--- config.mk ---
export PLATFORM = sky130hd
export DESIGN_NAME = panel_input_flat
export DESIGN_NICKNAME = d
export VERILOG_FILES = /design/src/rtl/panel_input_if.sv /design/src/rtl/panel_input.sv /design/src/flat_wrapper.sv
export SDC_FILE = /design/constraint.sdc
export NUM_CORES = 1
export LEC_CHECK = 0
export CORE_MARGIN = 3
export CORE_UTILIZATION = 60
export CTS_BUF_LIST = sky130_fd_sc_hd__clkbuf_2
export CTS_CLUSTER_DIAMETER = 50
export DETAILED_ROUTE_END_ITERATION = 6
export PLACE_DENSITY = 0.83
export SLEW_MARGIN = 20
export SYNTH_ARGS = -nofsm -noshare
export SYNTH_HDL_FRONTEND = slang
export SYNTH_SLANG_ARGS = --single-unit
export TNS_END_PERCENT = 50
--- constraint.sdc ---
create_clock -name clk -period 16.65 [get_ports clk]
set_input_delay 3.33 -clock clk [delete_from_list [all_inputs] [get_ports clk]]
set_output_delay 3.33 -clock clk [all_outputs]
set_load 0.02 [all_outputs]
--- src/rtl/panel_input_if.sv ---
// Front-panel bundle: raw buttons/switches and panel values in, debounced
// levels, one-cycle strobes and captured register data out.
interface panel_input_if;
    logic [7:0]  btn_raw;
    logic [5:0]  switch_raw;
    logic [30:0] input_reg_c_value;
    logic [11:0] input_reg_select_value;
    logic [11:0] input_reg_start_value;
    logic        core_busy;

    logic        btn_machine_start;
    logic        btn_clear_pulse;
    logic        btn_do_read_mem;
    logic        btn_do_write_mem;
    logic        switch_auto_enable;
    logic        switch_stop_at_enable;
    logic        switch_select_or_start;
    logic [2:0]  do_arr_reg;
    logic [2:0]  do_clear_reg;
    logic [30:0] arr_reg_c_data;
    logic [11:0] arr_reg_select_data;
    logic [11:0] arr_reg_start_data;

    modport slave (
        input  btn_raw, switch_raw, input_reg_c_value, input_reg_select_value,
               input_reg_start_value, core_busy,
        output btn_machine_start, btn_clear_pulse, btn_do_read_mem, btn_do_write_mem,
               switch_auto_enable, switch_stop_at_enable, switch_select_or_start,
               do_arr_reg, do_clear_reg, arr_reg_c_data, arr_reg_select_data,
               arr_reg_start_data
    );

    modport master (
        output btn_raw, switch_raw, input_reg_c_value, input_reg_select_value,
               input_reg_start_value, core_busy,
        input  btn_machine_start, btn_clear_pulse, btn_do_read_mem, btn_do_write_mem,
               switch_auto_enable, switch_stop_at_enable, switch_select_or_start,
               do_arr_reg, do_clear_reg, arr_reg_c_data, arr_reg_select_data,
               arr_reg_start_data
    );
endinterface

--- src/rtl/panel_input.sv ---
// Front-panel input conditioning: per-bit synchroniser and debouncer, rising-edge
// button pulses with post-reset arming, and register load/clear strobes.
module panel_input #(
    parameter int DEBOUNCE_CYCLES = 50000,
    parameter int SYNC_STAGES     = 2
) (
    input  logic         clk,
    input  logic         reset,
    panel_input_if.slave bus
);
    localparam int NBITS = 14;
    localparam int NBTN  = 8;
    localparam int CW    = 16;
    localparam int FW    = $clog2(SYNC_STAGES + 1);
    localparam logic [CW-1:0] CNT_LAST  = CW'(DEBOUNCE_CYCLES - 1);
    localparam logic [FW-1:0] FILL_FULL = FW'(SYNC_STAGES);

    logic [NBITS-1:0] raw;
    logic [NBITS-1:0] synced;
    logic [NBITS-1:0] level;

    // Bits 0..7 are buttons, 8..13 are switches.
    assign raw = {bus.switch_raw, bus.btn_raw};

    genvar gi;
    generate
        for (gi = 0; gi < NBITS; gi++) begin : g_deb
            logic [SYNC_STAGES-1:0] sync_q, sync_d;
            logic [CW-1:0]          cnt_q, cnt_d;
            logic                   level_q, level_d;

            always_comb begin
                sync_d  = {sync_q[SYNC_STAGES-2:0], raw[gi]};
                cnt_d   = '0;
                level_d = level_q;
                if (sync_q[SYNC_STAGES-1] != level_q) begin
                    if (cnt_q == CNT_LAST) begin
                        level_d = sync_q[SYNC_STAGES-1];
                    end else begin
                        cnt_d = cnt_q + 1'b1;
                    end
                end
            end

            always_ff @(posedge clk or posedge reset) begin
                if (reset) begin
                    sync_q  <= '0;
                    cnt_q   <= '0;
                    level_q <= 1'b0;
                end else begin
                    sync_q  <= sync_d;
                    cnt_q   <= cnt_d;
                    level_q <= level_d;
                end
            end

            assign synced[gi] = sync_q[SYNC_STAGES-1];
            assign level[gi]  = level_q;
        end
    endgenerate

    logic [FW-1:0]   fill_q, fill_d;
    logic            filled;
    logic [NBTN-1:0] armed_q, armed_d;
    logic [NBTN-1:0] prev_q, prev_d;
    logic [NBTN-1:0] rise;
    logic [3:0]      pulse_q, pulse_d;
    logic [2:0]      arr_q, arr_d;
    logic [2:0]      clr_q, clr_d;
    logic [30:0]     c_data_q, c_data_d;
    logic [11:0]     sel_data_q, sel_data_d;
    logic [11:0]     st_data_q, st_data_d;

    // A button arms only once the synchroniser holds real samples and both its
    // synced and debounced values read released, so a press held through reset
    // must be let go before it can fire.
    always_comb begin
        filled     = (fill_q == FILL_FULL);
        fill_d     = filled ? fill_q : fill_q + 1'b1;
        armed_d    = armed_q | ({NBTN{filled}} & ~level[NBTN-1:0] & ~synced[NBTN-1:0]);
        prev_d     = level[NBTN-1:0];
        rise       = level[NBTN-1:0] & ~prev_q & armed_q;
        pulse_d    = rise[3:0];
        clr_d      = rise[7:5];
        arr_d      = {3{rise[4]}} & level[13:11] & ~clr_d;
        c_data_d   = arr_d[0] ? bus.input_reg_c_value      : c_data_q;
        sel_data_d = arr_d[1] ? bus.input_reg_select_value : sel_data_q;
        st_data_d  = arr_d[2] ? bus.input_reg_start_value  : st_data_q;
    end

    always_ff @(posedge clk or posedge reset) begin
        if (reset) begin
            fill_q     <= '0;
            armed_q    <= '0;
            prev_q     <= '0;
            pulse_q    <= '0;
            arr_q      <= '0;
            clr_q      <= '0;
            c_data_q   <= '0;
            sel_data_q <= '0;
            st_data_q  <= '0;
        end else begin
            fill_q     <= fill_d;
            armed_q    <= armed_d;
            prev_q     <= prev_d;
            pulse_q    <= pulse_d;
            arr_q      <= arr_d;
            clr_q      <= clr_d;
            c_data_q   <= c_data_d;
            sel_data_q <= sel_data_d;
            st_data_q  <= st_data_d;
        end
    end

    // Start is dropped, not deferred, while the core is busy in the pulse cycle.
    assign bus.btn_machine_start      = pulse_q[0] & ~bus.core_busy;
    assign bus.btn_clear_pulse        = pulse_q[1];
    assign bus.btn_do_read_mem        = pulse_q[2];
    assign bus.btn_do_write_mem       = pulse_q[3];
    assign bus.switch_auto_enable     = level[8];
    assign bus.switch_stop_at_enable  = level[9];
    assign bus.switch_select_or_start = level[10];
    assign bus.do_arr_reg             = arr_q;
    assign bus.do_clear_reg           = clr_q;
    assign bus.arr_reg_c_data         = c_data_q;
    assign bus.arr_reg_select_data    = sel_data_q;
    assign bus.arr_reg_start_data     = st_data_q;
endmodule

--- src/flat_wrapper.sv ---
// flat-port wrapper written by rule: the top's interface ports become plain ports
module panel_input_flat 
#(
    parameter int DEBOUNCE_CYCLES = 50000,
    parameter int SYNC_STAGES     = 2
)
  (clk, reset, bus_btn_raw, bus_switch_raw, bus_input_reg_c_value, bus_input_reg_select_value, bus_input_reg_start_value, bus_core_busy, bus_btn_machine_start, bus_btn_clear_pulse, bus_btn_do_read_mem, bus_btn_do_write_mem, bus_switch_auto_enable, bus_switch_stop_at_enable, bus_switch_select_or_start, bus_do_arr_reg, bus_do_clear_reg, bus_arr_reg_c_data, bus_arr_reg_select_data, bus_arr_reg_start_data);
  panel_input_if bus_i ();
  input  logic clk;
  input  logic reset;
  input wire logic [$bits(bus_i.btn_raw)-1:0] bus_btn_raw;
  input wire logic [$bits(bus_i.switch_raw)-1:0] bus_switch_raw;
  input wire logic [$bits(bus_i.input_reg_c_value)-1:0] bus_input_reg_c_value;
  input wire logic [$bits(bus_i.input_reg_select_value)-1:0] bus_input_reg_select_value;
  input wire logic [$bits(bus_i.input_reg_start_value)-1:0] bus_input_reg_start_value;
  input wire logic [$bits(bus_i.core_busy)-1:0] bus_core_busy;
  output wire logic [$bits(bus_i.btn_machine_start)-1:0] bus_btn_machine_start;
  output wire logic [$bits(bus_i.btn_clear_pulse)-1:0] bus_btn_clear_pulse;
  output wire logic [$bits(bus_i.btn_do_read_mem)-1:0] bus_btn_do_read_mem;
  output wire logic [$bits(bus_i.btn_do_write_mem)-1:0] bus_btn_do_write_mem;
  output wire logic [$bits(bus_i.switch_auto_enable)-1:0] bus_switch_auto_enable;
  output wire logic [$bits(bus_i.switch_stop_at_enable)-1:0] bus_switch_stop_at_enable;
  output wire logic [$bits(bus_i.switch_select_or_start)-1:0] bus_switch_select_or_start;
  output wire logic [$bits(bus_i.do_arr_reg)-1:0] bus_do_arr_reg;
  output wire logic [$bits(bus_i.do_clear_reg)-1:0] bus_do_clear_reg;
  output wire logic [$bits(bus_i.arr_reg_c_data)-1:0] bus_arr_reg_c_data;
  output wire logic [$bits(bus_i.arr_reg_select_data)-1:0] bus_arr_reg_select_data;
  output wire logic [$bits(bus_i.arr_reg_start_data)-1:0] bus_arr_reg_start_data;
  assign bus_i.btn_raw = bus_btn_raw;
  assign bus_i.switch_raw = bus_switch_raw;
  assign bus_i.input_reg_c_value = bus_input_reg_c_value;
  assign bus_i.input_reg_select_value = bus_input_reg_select_value;
  assign bus_i.input_reg_start_value = bus_input_reg_start_value;
  assign bus_i.core_busy = bus_core_busy;
  assign bus_btn_machine_start = bus_i.btn_machine_start;
  assign bus_btn_clear_pulse = bus_i.btn_clear_pulse;
  assign bus_btn_do_read_mem = bus_i.btn_do_read_mem;
  assign bus_btn_do_write_mem = bus_i.btn_do_write_mem;
  assign bus_switch_auto_enable = bus_i.switch_auto_enable;
  assign bus_switch_stop_at_enable = bus_i.switch_stop_at_enable;
  assign bus_switch_select_or_start = bus_i.switch_select_or_start;
  assign bus_do_arr_reg = bus_i.do_arr_reg;
  assign bus_do_clear_reg = bus_i.do_clear_reg;
  assign bus_arr_reg_c_data = bus_i.arr_reg_c_data;
  assign bus_arr_reg_select_data = bus_i.arr_reg_select_data;
  assign bus_arr_reg_start_data = bus_i.arr_reg_start_data;
  panel_input #(.DEBOUNCE_CYCLES(DEBOUNCE_CYCLES), .SYNC_STAGES(SYNC_STAGES)) u_core (.clk(clk), .reset(reset), .bus(bus_i));
endmodule
# Word level (Yosys, flattened, before mapping)
# Cells that the tools add are included.
[word_totals]
mem_count = 0
register_bits = 349
wordCells = 150
latchBits = 0
out_inout_bits = 68
ramBits = 0
mem_bits_ro = 0
[classes]
n_shift = 0
div_mod_pow = 0
reduce_logical = 14
muxes = 28
n_mul = 0
eq_ne = 29
bitwise_logic = 13
n_lt_le_gt_ge = 0
n_addsub = 15
[ops]
columns = ["cell", "n"]
rows = [
  ["$mux W16", 28],
  ["$add A16 B1 Y16 const B", 14],
  ["$eq A16 B16 Y1 const B", 14],
  ["$and A8 B8 Y8", 4],
  ["$reduce_and A2 Y1", 14],
  ["$not A8 Y8", 3],
  ["$ne A1 B1 Y1", 14],
  ["$or A8 B8 Y8", 1],
  ["$and A3 B3 Y3", 2],
  ["$not A3 Y3", 1],
  ["$add A2 B1 Y2 const B", 1],
  ["$eq A2 B2 Y1 const B", 1],
  ["$and A1 B1 Y1", 1],
  ["$not A1 Y1", 1],
]

# Longest topological paths before layout
# Gate-level depths: netlist of the first run.
[depth]
ltp_word = 5
depth_mapped = 6
depth_no_buf = 5

# Worst setup path after synthesis of the first run
# No wires, ideal clock.
[synth_timing]
kind = "input -> output"
startpoint = "input bus_core_busy"
endpoint = "output bus_btn_machine_start"
slack_ns = 9.686
path_buffers = 0
t_required_ns = 13.320
arrival_ns = 3.634
stages = 1
path_cell_list = "nor2b_1"
[synth_via]
elab_chain_len = 2
[synth_rtl]
columns = ["element", "line", "source"]
rows = [
  ["from (decl)", "flat_wrapper.sv:16", "input wire logic [$bits(bus_i.core_busy)-1:0] bus_core_busy;"],
  ["$not A1 Y1", "panel_input.sv:116", "assign bus.btn_machine_start = pulse_q[0] & ~bus.core_busy;"],
  ["$and A1 B1 Y1", "panel_input.sv:116", ""],
  ["to (decl)", "flat_wrapper.sv:17", "output wire logic [$bits(bus_i.btn_machine_start)-1:0] bus_btn_machine_start;"],
]
# No other way between the ends.

# Final worst setup path of the first run
# Ends and elaborated chain as after synthesis.

==> key figures, run 1 <==
Status
  – Status: completed

Setup path
  – Worst setup EP type: output port
  – Critical Path RT: 13.32 ns
  – Setup crit start kind: input pin
  – Crit Path Max Fanout: 1
  – Worst EP arrival: 4.44 ns
  – WS Path Type: input pin to output port

Routing
  – Antenna Nets Post-Route: 0
  – Initial DRC count: 565
  – Residual DRC: 0
  – Vias: 10700
  – DR WL/cell: 14.52 um
  – Via density: 5.476
  – Total Routed Length: 28370 um
  – DR pass1 iterations: 5

STA
  – Tcrit/Tclk final: 0.4668
  – Final setup fails: 0
  – Setup TNS: 0 ns
  – Slew Limit Fails: 0
  – Slew headroom: 0.4115
  – Final Hold Fails: 0
  – RSZ-0062 raised after global routing: false
  – Worst-margin pin slew: 0.8828 ns
  – Tmin final: 7.772 ns
  – Fmax achieved: 0.1287 GHz
  – Final worst slack: 8.878 ns
  – Max Clock Skew: 0.1031 ns

Logic synthesis
  – Cells after Synth: 1371
  – Async set-reset flop share out of synthesis: 1.000
  – Area leader, netlist: dfrtp_1
  – Synth Area per Inst: 11.13 um^2
  – Largest cells by area after synthesis: dfrtp_1, xnor2_1, nor2_1
  – Yosys synthesis warning count: 0
  – Number of synthesized flops with an enable pin: 0
  – Seq/Total Area, Yosys: 0.5721
  – Synth Flop Type: dfrtp_1
  – Syn_nets: 1458
  – Synth Cell Area: 0.01526 mm^2
  – Synth unique cells: 40
  – Share of the synthesized area in the top cell type: 0.5721
  – Flops & latches, synth: 349

Floorplan
  – Top Ports: 140
  – Die Area: 0.02739 mm^2
  – Cell row count: 57
  – Initial core utilization: 0.6186
  – CORE AREA: 0.02468 mm^2
  – Die Height: 165.5 um
  – Die Wd: 165.5 um

Place
  – Port bufs: 139
  – Post-place setup slack: 8.866 ns
  – Post-DP HPWL: 18990 um
  – Gpl congestion: 0.8410

Clocking
  – Clk slew on worst S/H paths: 0.10 ns
  – CTS max path bufs: 3
  – Clk_lat worst skew: 0.87 ns
  – CTS Buf Count: 86
  – Cts repair resizes: 0
  – Clock Sinks: 349
  – Postcts setup bufs: 0
  – Number of hold buffers added after CTS: 0
  – Root buffer cell: clkbuf_2
  – H-Tree Depth: 3
  – CTS tree: yes

Power and ir drop
  – Pwr Density: 83.71 mW/mm^2
  – Lkg Pwr: 7.496 nW
  – Peak VDD IR: 0.05751 mV

Job
  – Max cap viols: 0

Min path
  – Worst min path class: register to register

Layout
  – Area grow syn2layout: 15.79%
  – Post-layout net count: 1666
  – Max FFs per register: 224
  – Largest reg by FF count: u_core.g_deb.cnt_q
  – Ratio of cells with drive above 1 in the final layout: 0.1259

GRT
  – Initial antenna violation count: 2
  – GRT Total Usage: 0.2112
  – Largest net degree at the start of global routing: 108
  – First-pass GRT wire length: 48170 um
  – Global route overflow: 0
  – Vias in the first global route: 10570
[cells in the final DEF, fill, tap and decap left out, types with 5 or more instances in the layout]
cell type,instances
xnor2_1,154
nor3_1,41
and4_1,6
nand3_1,77
nand4_1,60
xor2_1,52
nor4_1,62
nand3b_1,6
ha_1,15
mux2_2,68
clkdlybuf4s50_1,139
nor4bb_1,14
nor4b_1,8
a21oi_1,5
o41ai_4,6
nand2_1,64
a21o_1,8
inv_1,42
dfrtp_1,349
and3_1,18
clkbuf_2,115
clkinv_1,18
nor2_1,263
[final timing paths]
| check | from | endpoint | slack [ns] | cells past startpoint |
|---|---|---|---|---|
| max | bus_core_busy | bus_btn_machine_start | 8.88 | 3 |
| min | u_core.g_deb[1].sync_q[0] | u_core.g_deb[1].sync_q[1] | 0.34 | 0 |
| max reg2reg | u_core.g_deb[9].cnt_q[0] | u_core.g_deb[9].cnt_q[15] | 14.56 | 4 |
| min reg2reg | u_core.g_deb[1].sync_q[0] | u_core.g_deb[1].sync_q[1] | 0.34 | 0 |
| max in group asynchronous | reset | u_core.g_deb[11].cnt_q[4] | 12.21 | 3 |
| min in group asynchronous | reset | u_core.g_deb[7].cnt_q[12] | 3.03 | 2 |
[layout make-up]
type	instances	area, um^2
Tap cell	324	405.4
Fill cell	1825	7002
Timing Repair Buffer	143	1429
Clock buffer	115	575.6
Sequential cell	349	8733
Inverter	43	168.9
Clock inverter	22	115.1
Multi-Input combinational cell	956	6245
Antenna cell	1	2.502
[metal layers]
metal / wire, um / vias to the layer above / share of wire / track usage
li1: - / 5181 / - / -
met1: 12400 / 5236 / 0.44 / 0.2812
met2: 14270 / 221 / 0.50 / 0.3476
met3: 1155 / 55 / 0.041 / 0.04390
met4: 526 / 2 / 0.019 / 0.07410
met5: 13 / - / 0.00046 / 0
[kinds of logic after synthesis]
family                   after synthesis  synth area share
AO/OA/AOI/OAI                         25           0.01893
XOR/XNOR                             206            0.1182
adder cells (fa/ha/maj)               15           0.01230
buffers and inverters                 66           0.01877
flip-flops                           349            0.5721
multiplexers                          69           0.05115
AND/OR/NAND/NOR                      641            0.2085
[cells in the mapped netlist, types with 2 or more instances]
cell / instances
dfrtp_1: 349
nor2_1: 263
xnor2_1: 154
nand3_1: 77
mux2_2: 68
nand2_1: 64
nor4_1: 62
nand4_1: 60
xor2_1: 52
inv_1: 43
nor3_1: 41
and3_1: 18
ha_1: 15
nor4bb_1: 14
clkbuf_1: 10
a21o_1: 8
nor4b_1: 8
buf_2: 7
and4_1: 6
nand3b_1: 6
o41ai_4: 6
a21oi_1: 5
buf_4: 4
or3_1: 4
and2_1: 3
o21ai_0: 3
and3b_1: 2
buf_6: 2
nand4b_1: 2
nor2b_1: 2
nor4b_2: 2
o31ai_1: 2
or4_1: 2
[through the flow]
stage                     instance area (um^2)  total power [W]  hold slack, ns    util  instances
final                                    17670         0.001480          0.3437  0.7163       1953
after global routing                     17670         0.001562          0.3254  0.7163       1953
after CTS                                17660         0.001506          0.3304  0.7159       1952
after detailed placement                 16970        0.0009785          0.3355  0.6879       1815
after global placement                   16970        0.0009756          0.3318  0.6879       1815
after floorplan                          15260        0.0009384          0.3312       -       1371
[where the power goes]
group          switching [W]  internal, W
Combinational      0.0000445    0.0000380
Clock               0.000320     0.000200
Sequential         0.0000139     0.000864
[worst max-delay path, stage by stage]
cell and delay [ns]:
clkdlybuf4s50_1 0.40, nor2b_1 0.10, clkdlybuf4s50_1 0.61
(Power assumes the default switching activity.)
==> run 2, diff against run 1 <==
- CORE_UTILIZATION: 60 -> 54
- PLACE_DENSITY: 0.83 -> 0.79
- clock period: 16.65 -> 6.5 ns (I/O delays scaled with it)
==> key figures, run 2 (synthesized netlist as in run 1, its figures left out) <==
Status
  – Status: completed

Layout
  – Max FFs per register: 224
  – Largest reg by FF count: u_core.g_deb.cnt_q
  – Commonest non-fill, non-tap cell in the layout: dfrtp_1
  – Ratio of cells with drive above 1 in the final layout: 0.1312
  – Commonest non-fill, non-tap cells in the layout: dfrtp_1, nor2_1, xnor2_1
  – Post-layout net count: 1667
  – Fill count: 2176
  – Area grow syn2layout: 16.42%
  – Core Util, Final: 0.6485

Clocking
  – Root buffer cell: clkbuf_2
  – CTS Buf Count: 87
  – Postcts setup bufs: 0
  – Clock Sinks: 349
  – Clk_lat worst skew: 0.82 ns
  – Number of hold buffers added after CTS: 0
  – CTS max path bufs: 3
  – H-Tree Depth: 3
  – Clk slew on worst S/H paths: 0.10 ns
  – CTS tree: yes
  – Cts repair resizes: 0

Setup path
  – Worst setup EP type: output port
  – Crit Path Max Fanout: 1
  – Crit-path max cell delay: 0.62 ns
  – Worst EP arrival: 2.46 ns
  – R2R setup slack: 4.39 ns
  – CP most frequent cell: clkdlybuf4s50_1
  – Setup crit start kind: input pin
  – Worst r2r src: u_core.g_deb[7].cnt_q[0]
  – R2r endpoint: u_core.g_deb[7].cnt_q[13]
  – Setup crit start: bus_core_busy
  – WS Path Type: input pin to output port
  – Slowest CP cell: clkdlybuf4s50_1
  – Critical Path RT: 5.20 ns
  – Reg2Reg Depth: 4
  – Crit-path cells: clkdlybuf4s50_1 > nor2b_1 > clkdlybuf4s50_1
  – Worst Setup EP: bus_btn_machine_start

Floorplan
  – Die Wd: 174.1 um
  – Initial core utilization: 0.5571
  – Cell row count: 60
  – Die Area: 0.03032 mm^2
  – Top Ports: 140
  – CORE AREA: 0.02740 mm^2
  – Die Height: 174.1 um

STA
  – Tmin final: 3.759 ns
  – Final Hold Fails: 0
  – Max Clock Skew: 0.03120 ns
  – RSZ-0062 raised after global routing: false
  – Tcrit/Tclk final: 0.5783
  – Worst-margin pin slew: 0.9481 ns
  – Fmax achieved: 0.2660 GHz
  – Setup TNS: 0 ns
  – Slew Limit Fails: 0
  – Slew headroom: 0.3666
  – Final setup fails: 0

Routing
  – Total Routed Length: 27950 um
  – Residual DRC: 0
  – Antenna Nets Post-Route: 0
  – DR pass1 iterations: 5
  – Via density: 5.239
  – Vias: 10540
  – DR WL/cell: 13.89 um
  – Initial DRC count: 416

GRT
  – Vias in the first global route: 10730
  – GRT Total Usage: 0.1881
  – Initial antenna violation count: 1
  – First-pass GRT wire length: 48940 um
  – Global route overflow: 0
  – Largest net degree at the start of global routing: 162

Power and ir drop
  – Clock share of power: 0.351
  – Flop pwr share: 0.593
  – Net Switching: 0.0009743 W
  – Internal: 0.002815 W
  – Gate power share: 0.056
  – Sw frac: 0.2571
  – Peak VDD IR: 0.1567 mV
  – Pwr Density: 213.3 mW/mm^2
  – Lkg Pwr: 7.530 nW

Job
  – Max cap viols: 0

Place
  – Gpl congestion: 0.8594
  – Post-DP HPWL: 18900 um
  – Port bufs: 139

Min path
  – Worst min path class: register to register
run 2: worst min-delay path by stage:
| stage | to | from | cells past startpoint |
|---|---|---|---|
| after global placement | u_core.g_deb[2].sync_q[1] | u_core.g_deb[2].sync_q[0] | 0 |
| after CTS | u_core.g_deb[5].sync_q[1] | u_core.g_deb[5].sync_q[0] | 0 |
| final | u_core.g_deb[5].sync_q[1] | u_core.g_deb[5].sync_q[0] | 0 |
| after floorplan | u_core.g_deb[0].sync_q[1] | u_core.g_deb[0].sync_q[0] | 0 |
| after detailed placement | u_core.g_deb[12].sync_q[1] | u_core.g_deb[12].sync_q[0] | 0 |
| after global routing | u_core.g_deb[5].sync_q[1] | u_core.g_deb[5].sync_q[0] | 0 |
run 2: cell type report:
cell class / instances / area, um^2 / share of cell area
multi-input combinational: 956 / 6245 / 0.3514
antenna: 1 / 2.502 / 0.0001408
sequential: 349 / 8733 / 0.4914
inverter: 43 / 165.2 / 0.009294
timing repair buffer: 143 / 1446 / 0.08139
clock inverter: 25 / 97.59 / 0.005492
clock buffer: 123 / 615.6 / 0.03464
tap: 372 / 465.4 / 0.02619
run 2: stage by stage:
stage / hold slack [ns] / cells / worst slack (ns) / total power [W] / area, um^2
global placement: 0.3336 / 1863 / 2.751 / 0.002501 / 17060
CTS: 0.3551 / 2011 / 2.719 / 0.003864 / 17770
floorplan: 0.3312 / 1371 / 0.5276 / 0.002404 / 15270
finish: 0.3499 / 2012 / 2.741 / 0.003790 / 17770
global route: 0.3682 / 2012 / 2.697 / 0.004006 / 17770
detailed placement: 0.3355 / 1863 / 2.714 / 0.002508 / 17060
run 2: per-layer routing:
metal	track usage	wire length [um]	part of all wire
met1	0.2552	12860	0.46
met2	0.3018	13490	0.48
met3	0.04085	1005	0.036
met4	0.06736	596	0.021
met5	0	0	0
run 2: power groups by stage:
stage	clock, W	combinational, W	sequential, W
after global placement	0	0.000213	0.00229
after detailed placement	0	0.000217	0.00229
after CTS	0.00140	0.000218	0.00225
final	0.00133	0.000211	0.00225
after floorplan	0	0.000102	0.00230
after global routing	0.00151	0.000237	0.00226
run 2: critical path: cells and delay by family:
family / cells / cell delay (ns)
and+or+nand+nor: 1 / 0.13
buffers and inverters: 2 / 1.04
==> run 3, diff against run 2 <==
- CORE_UTILIZATION: 54 -> 60
- PLACE_DENSITY: 0.79 -> 0.83
- clock period: 6.5 -> 3.6 ns (I/O delays scaled with it)
==> key figures, run 3 (synthesized netlist as in run 1, its figures left out) <==
Status
  – Status: completed

Floorplan
  – CORE AREA: 0.02468 mm^2
  – Top Ports: 140
  – Initial core utilization: 0.6186
  – Die Wd: 165.5 um
  – Cell row count: 57
  – Die Height: 165.5 um
  – Die Area: 0.02739 mm^2

Clocking
  – H-Tree Depth: 3
  – Clk slew on worst S/H paths: 0.12 ns
  – CTS max path bufs: 3
  – Number of hold buffers added after CTS: 0
  – Root buffer cell: clkbuf_2
  – CTS Buf Count: 85
  – CTS tree: yes
  – Postcts setup bufs: 0
  – Cts repair resizes: 0
  – Clock Sinks: 349
  – Clk_lat worst skew: 0.88 ns

Place
  – Post-place setup slack: 1.050 ns
  – Post-DP HPWL: 19300 um
  – Port bufs: 139
  – Post-placement cell count: 1816
  – Gpl congestion: 0.8478

Min path
  – Worst min path class: input pin to async pin

Layout
  – Ratio of cells with drive above 1 in the final layout: 0.1290
  – Max FFs per register: 224
  – Final cell count without fillers: 1968
  – Post-layout net count: 1666
  – Largest reg by FF count: u_core.g_deb.cnt_q
  – Flip-flop and latch area: 0.008733 mm^2
  – Fill count: 1792
  – Commonest non-fill, non-tap cell in the layout: dfrtp_1
  – Area grow syn2layout: 16.89%
  – Commonest non-fill, non-tap cells in the layout: dfrtp_1, nor2_1, xnor2_1
  – Area occupied by multi-input gates: 0.006245 mm^2

Power and ir drop
  – Flop pwr share: 0.566
  – Internal: 0.005340 W
  – Sw frac: 0.2547
  – Pwr Density: 401.5 mW/mm^2
  – Clock share of power: 0.380
  – Gate power share: 0.054
  – Net Switching: 0.001824 W
  – Peak VDD IR: 0.2680 mV
  – Lkg Pwr: 7.573 nW

STA
  – Tmin final: 2.645 ns
  – Tcrit/Tclk final: 0.7347
  – Slew Limit Fails: 0
  – Fmax achieved: 0.3781 GHz
  – Final Hold Fails: 0
  – Final setup fails: 0
  – RSZ-0062 raised after global routing: false
  – Slew headroom: 0.4101
  – Worst-margin pin slew: 0.8818 ns
  – Setup TNS: 0 ns
  – Final worst slack: 0.9551 ns
  – Max Clock Skew: 0.06277 ns

Setup path
  – WS Path Type: register to output port
  – R2R setup slack: 1.47 ns
  – Worst EP arrival: 1.92 ns
  – Critical Path RT: 2.88 ns
  – Worst setup EP type: output port
  – Setup crit start kind: register
  – Crit Path Max Fanout: 1

GRT
  – Vias in the first global route: 10910
  – Initial antenna violation count: 1
  – GRT Total Usage: 0.2150
  – First-pass GRT wire length: 48890 um
  – Global route overflow: 0
  – Largest net degree at the start of global routing: 103

Routing
  – Initial DRC count: 685
  – DR WL/cell: 14.87 um
  – Residual DRC: 0
  – Vias: 10710
  – Via density: 5.441
  – Antenna Nets Post-Route: 0
  – Total Routed Length: 29260 um
  – DR pass1 iterations: 5

Job
  – Max cap viols: 0
[run 3: cell count changes in the layout (fill, tap and decap cells not counted), sizes merged]
cell and delta:
clkinv +8, clkbuf -7, bufinv +4, inv -2, buf +1
[run 3: per-stage QoR]
step	hold slack (ns)	instance area (um^2)	util	power, W
5_1_grt	0.1591	17840	0.7231	0.007545
4_1_cts	0.1080	17840	0.7230	0.007289
6_report	0.1981	17840	0.7231	0.007164
3_5_place_dp	0.3362	17020	0.6895	0.004531
2_1_floorplan	0.3312	15270	-	0.004341
3_3_place_gp	0.3337	17020	0.6895	0.004514
[run 3: area by class of cell]
class / instances / share of cell area
repair buffers: 144 / 0.08218
inverters: 43 / 0.009256
diodes: 1 / 0.0001402
clock buffers: 116 / 0.03254
multi-input cells: 956 / 0.3500
clock inverters: 35 / 0.01374
flip-flops and latches: 349 / 0.4894
well taps: 324 / 0.02272
[run 3: power groups by stage]
| stage | clock (W) | sequential [W] | combinational [W] |
|---|---|---|---|
| 3_5_place_dp | 0 | 0.00414 | 0.000396 |
| 5_1_grt | 0.00304 | 0.00407 | 0.000431 |
| 6_report | 0.00272 | 0.00406 | 0.000387 |
| 2_1_floorplan | 0 | 0.00416 | 0.000185 |
| 3_3_place_gp | 0 | 0.00413 | 0.000384 |
| 4_1_cts | 0.00283 | 0.00406 | 0.000398 |
[run 3: final timing paths]
kind	start	to	cells after the start
setup / recovery	u_core.pulse_q[0]	bus_btn_machine_start	2
hold / removal	reset	u_core.g_deb[7].cnt_q[3]	2
setup reg to reg	u_core.g_deb[9].cnt_q[0]	u_core.g_deb[9].cnt_q[7]	4
hold reg to reg	u_core.g_deb[11].sync_q[0]	u_core.g_deb[11].sync_q[1]	0
max in group asynchronous	reset	u_core.g_deb[8].sync_q[1]	3
min in group clk	bus_btn_raw[6]	u_core.g_deb[6].sync_q[0]	1
[run 3: worst max-delay path, cell delays in order, from the launching register on]
cell,delay [ns]
dfrtp_1,0.33
nor2b_1,0.12
clkdlybuf4s50_1,0.61
[run 3: per-layer routing]
metal	wire length, um	vias to the layer above	global-route usage
met5	0	-	0
met4	741	0	0.08960
met3	1156	65	0.04714
met2	14830	221	0.3645
met1	12530	5225	0.2682
li1	-	5196	-
==> patch 1, RTL diff (settings of run 3) <==
Take the reset off `c_data_q` and load it in a clocked block of its own.
--- a/src/rtl/panel_input.sv
+++ b/src/rtl/panel_input.sv
@@ -98,3 +98,2 @@
             clr_q      <= '0;
-            c_data_q   <= '0;
             sel_data_q <= '0;
@@ -108,3 +107,2 @@
             clr_q      <= clr_d;
-            c_data_q   <= c_data_d;
             sel_data_q <= sel_data_d;
@@ -112,2 +110,6 @@
         end
+    end
+
+    always_ff @(posedge clk) begin
+        c_data_q <= c_data_d;
     end
Function: same outputs for any inputs over 10 cycles, from zero or initial values and one cycle with reset high; that may be too few to reach the edited logic, so the function may still have changed.
==> patch 1 against run 3 <==
  * Sequential cell count unchanged
  * Synthesized cell count down 2.3%
  * Highest routed layer unchanged
  * Design area down 0.95%
  * Synthesized area down 1.1%
  * Power down 3.0%
  * Wire length down 4.9%
  * Worst setup slack better by 46 ps
  * Critical endpoint unchanged
  * Largest cell class unchanged
==> patch 1: results (changes against run 3) <==
wire length per cell -> 14.3 um (-3.7%)
sequential share of power -> 58.7% (+2.1 points)
Worst Setup Slack, final -> 1000 ps (+45.9 ps)
largest net degree at the start of global routing -> 65 (-37%)
Skew-Pair Late Insertion Delay -> 860 ps (-20 ps)
Layout clock buffers -> 121 (+4.3%)
Non-clk bufs -> 149 (+3.5%)
synth top area cells -> dfrtp_1, xnor2_1, nor2_1
syn_nets -> 1427 (-2.1%)
Post-synth top cells -> dfrtp_1, nor2_1, xnor2_1, nand3_1, nand2_1
multi-input logic area -> 0.00591 mm2 (-5.4%)
Seq area share -> 50.3% (+1.3 points)
Cells after DPL -> 1795 (-1.2%)
asr flop ratio synth -> 91.1% (-8.9 points)
buffering overhead -> 8.58% (+0.36 points)
number of synthesized flops with an enable pin -> 31 (+31)
internal power -> 5220 uW (-2.3%)
pre-CTS setup slack -> 1060 ps (+11.6 ps)
layout cells sized above 1 -> 12.2% (-0.67 points)
fraction of synthesized cell area in xor and xnor cells -> 11.9% (+0.078 points)
Power Combinational -> 311 uW (-20%)
multiplexer area fraction after synthesis -> 2.89% (-2.2 points)
vias in the first global route -> 10473 (-4.0%)
overall routing resource usage -> 21.2% (-0.33 points)
Multi-In Gates -> 924 (-3.3%)
Critical Path AT -> 1880 ps (-40 ps)
multi-input combinational area share -> 33.4% (-1.6 points)
Final #Nets -> 1646 (-1.2%)
DR vias -> 10531 (-1.6%)
RePlAce Congestion -> 0.825 (-2.6%)
outcome -> completed
reg-to-reg critical path endpoint -> u_core.g_deb[0].cnt_q[15]
Fill cells -> 1780 (-0.67%)
Hold WS -> 297 ps (+98.8 ps)
worst-margin pin slew -> 900 ps (+18.3 ps)
Cells after Synth -> 1340 (-2.3%)
P_leak -> 0.00738 uW (-2.5%)
final WL -> 27800 um (-4.9%)
sequential area share after synthesis -> 58.9% (+1.7 points)
Synth cell types -> 38 (-5.0%)
TritonCTS Buffers -> 86 (+1.2%)
RR Startpoint -> u_core.g_deb[0].cnt_q[0]
==> patch 1: changes by cell type after synthesis, sizes merged, moves of 5 or more <==
cell,run 3,this run
dfrtp,349,318
edfxtp,0,31
mux2,69,38
xor2,52,40
xnor2,154,165
nor2,263,272
nand4,60,52
and4,6,0
inv,43,49
nor3,41,46
nor4bb,14,9
==> patch 1: kinds of logic after synthesis <==
logic type	count (synthesis)
mux	38
buf+inv	67
simple gates	638
flops	349
fa+ha+maj	15
xor+xnor	205
compound gates	28
==> patch 1: worst reg2reg max path: stages (launching register included) <==
cell     delay [ps]
dfrtp_1         420
ha_1            210
nand3_1         320
o41ai_4         870
nor2_1          130
==> patch 1: layer usage <==
metal	GRT usage, %	part of all wire, %	wire length [um]	up-vias
li1	-	-	-	5105
met1	28.4	44	12300	5115
met2	34.2	48	13500	252
met3	4.84	5.2	1450	59
met4	7.51	2.2	606	0
met5	0	0	0	-
==> patch 2, RTL diff (flow settings as in run 3) <==
Without the edit above. `SYNC_STAGES` is set to 2 in 2 places; all go to 4.
--- a/src/rtl/panel_input.sv
+++ b/src/rtl/panel_input.sv
@@ -4,3 +4,3 @@
     parameter int DEBOUNCE_CYCLES = 50000,
-    parameter int SYNC_STAGES     = 2
+    parameter int SYNC_STAGES     = 4
 ) (
--- a/src/flat_wrapper.sv
+++ b/src/flat_wrapper.sv
@@ -4,3 +4,3 @@
     parameter int DEBOUNCE_CYCLES = 50000,
-    parameter int SYNC_STAGES     = 2
+    parameter int SYNC_STAGES     = 4
 )
Check against the original RTL: no difference found for any inputs over 10 cycles, from zero or initial values and one cycle with reset high; that may be too few to reach the edited logic, so the function may still have changed.
==> patch 2 against run 3 <==
  * Count of clock-buffer cells in the layout rose by 1
  * Sequential cell count rose by 29
  * Non-clock buffer count rose by 2
  * Wire length rose by 0.40%
  * Design area rose by 4.6%
  * Worst hold slack got worse by 7.9 ps
  * Synthesized area rose by 4.8%
  * Power rose by 5.5%
  * Worst setup slack got worse by 58 ps
==> patch 2: results (changes against run 3) <==
largest net degree at the start of global routing -> 110 (+6.8%)
Reg clk slew, reported paths -> 110 ps
Skew-Pair Late Insertion Delay -> 890 ps
DRT iter0 DRCs -> 627 (-8.5%)
overall routing resource usage -> 20.9% (-0.62 points)
worst-margin pin slew -> 904 ps (+22.7 ps)
Synth cell types -> 36 (-10%)
wire length per cell -> 14.5 um (-2.4%)
placed cell areas -> 0.0178 mm2 (+4.4%)
GR Layer Usage met2 -> 34.1% (-2.3 points)
reg-to-reg critical path endpoint -> u_core.g_deb[10].cnt_q[8]
pre-CTS setup slack -> 1020 ps (-34.6 ps)
DR vias -> 10813 (+0.99%)
sequential area share after synthesis -> 59.1% (+1.9 points)
Critical Path AT -> 1980 ps (+60 ps)
Hold WS -> 190 ps (-7.94 ps)
Post-Route M1 WL -> 13100 um (+4.9%)
GR met1 Demand/Resource -> 27.7% (+0.93 points)
P_leak -> 0.00811 uW (+7.0%)
DP Wirelength -> 19200 um (-0.45%)
Fill cells -> 1873 (+4.5%)
Top delay family on crit path -> buffers and inverters
Final #Nets -> 1709 (+2.6%)
H-tree levels -> 3 (unchanged)
outcome -> completed
layout cells sized above 1 -> 13.3% (+0.36 points)
TritonCTS Buffers -> 92 (+8.2%)
maximum vdd drop -> 274 uV (+2.0%)
Clock Skew -> 52.0 ps (-10.8 ps)
synth top area cells -> dfrtp_1, xnor2_1, nor2_1
RR Startpoint -> u_core.g_deb[10].cnt_q[0]
syn_nets -> 1491 (+2.3%)
via/cell ratio -> 5.34 (-1.9%)
Post-synth top cells -> dfrtp_1, nor2_1, xnor2_1, nand3_1, nor4_1
met2 wire length -> 14500 um (-2.5%)
RePlAce Congestion -> 0.808 (-4.6%)
crit path max fanout -> 1 (unchanged)
Cells after DPL -> 1862 (+2.5%)
grt met3 use -> 4.64% (-0.079 points)
## patch 2: cell count changes in the layout (fill, tap and decap cells not counted), sizes merged, moves of 6 or more
cell | before | now
dfrtp | 349 | 378
inv | 43 | 60
xnor2 | 154 | 167
xor2 | 52 | 40
clkinv | 30 | 39
a21o | 8 | 0
nand4 | 60 | 52
o31ai | 2 | 9
and4 | 6 | 0
nor3 | 41 | 47
## patch 2: cell families after synthesis
logic type	synth area share, %
AO/OA/AOI/OAI	1.84
XOR/XNOR	11.3
adder cells (fa/ha/maj)	1.25
buffers and inverters	2.34
flip-flops	59.1
multiplexers	4.85
AND/OR/NAND/NOR	19.3
## patch 2: final cells by class
| class | count | area [um2] | area share, % |
|---|---|---|---|
| Inverter | 60 | 229 | 1.23 |
| Sequential cell | 378 | 9460 | 50.7 |
| Clock inverter | 45 | 295 | 1.58 |
| Timing Repair Buffer | 146 | 1490 | 8.01 |
| Tap cell | 335 | 419 | 2.25 |
| Multi-Input combinational cell | 943 | 6170 | 33.1 |
| Clock buffer | 117 | 586 | 3.14 |
| Antenna cell | 1 | 2.50 | 0.0134 |
## patch 2: worst reg2reg max path: cells and delay by family (launching register included)
| kind | cells | cell delay [ps] |
|---|---|---|
| AOI/OAI and AO/OA | 1 | 880 |
| adders and majority gates | 1 | 200 |
| DFF | 1 | 410 |
| and+or+nand+nor | 2 | 480 |
## patch 2: worst max path at each step
stage,to,slack [ps],depth (start not counted)
floorplan,u_core.armed_q[0],-2200,1
global placement,bus_btn_machine_start,1010,3
detailed placement,bus_btn_machine_start,1020,3
CTS,bus_btn_machine_start,770,2
global route,bus_btn_machine_start,730,2
finish,bus_btn_machine_start,900,2
## patch 2: where the power goes
group	switching (uW)	total, uW	internal [uW]
combinational	175	316	140
sequential	56.4	4380	4320
clock	1670	2870	1200
total	1900	7560	5660
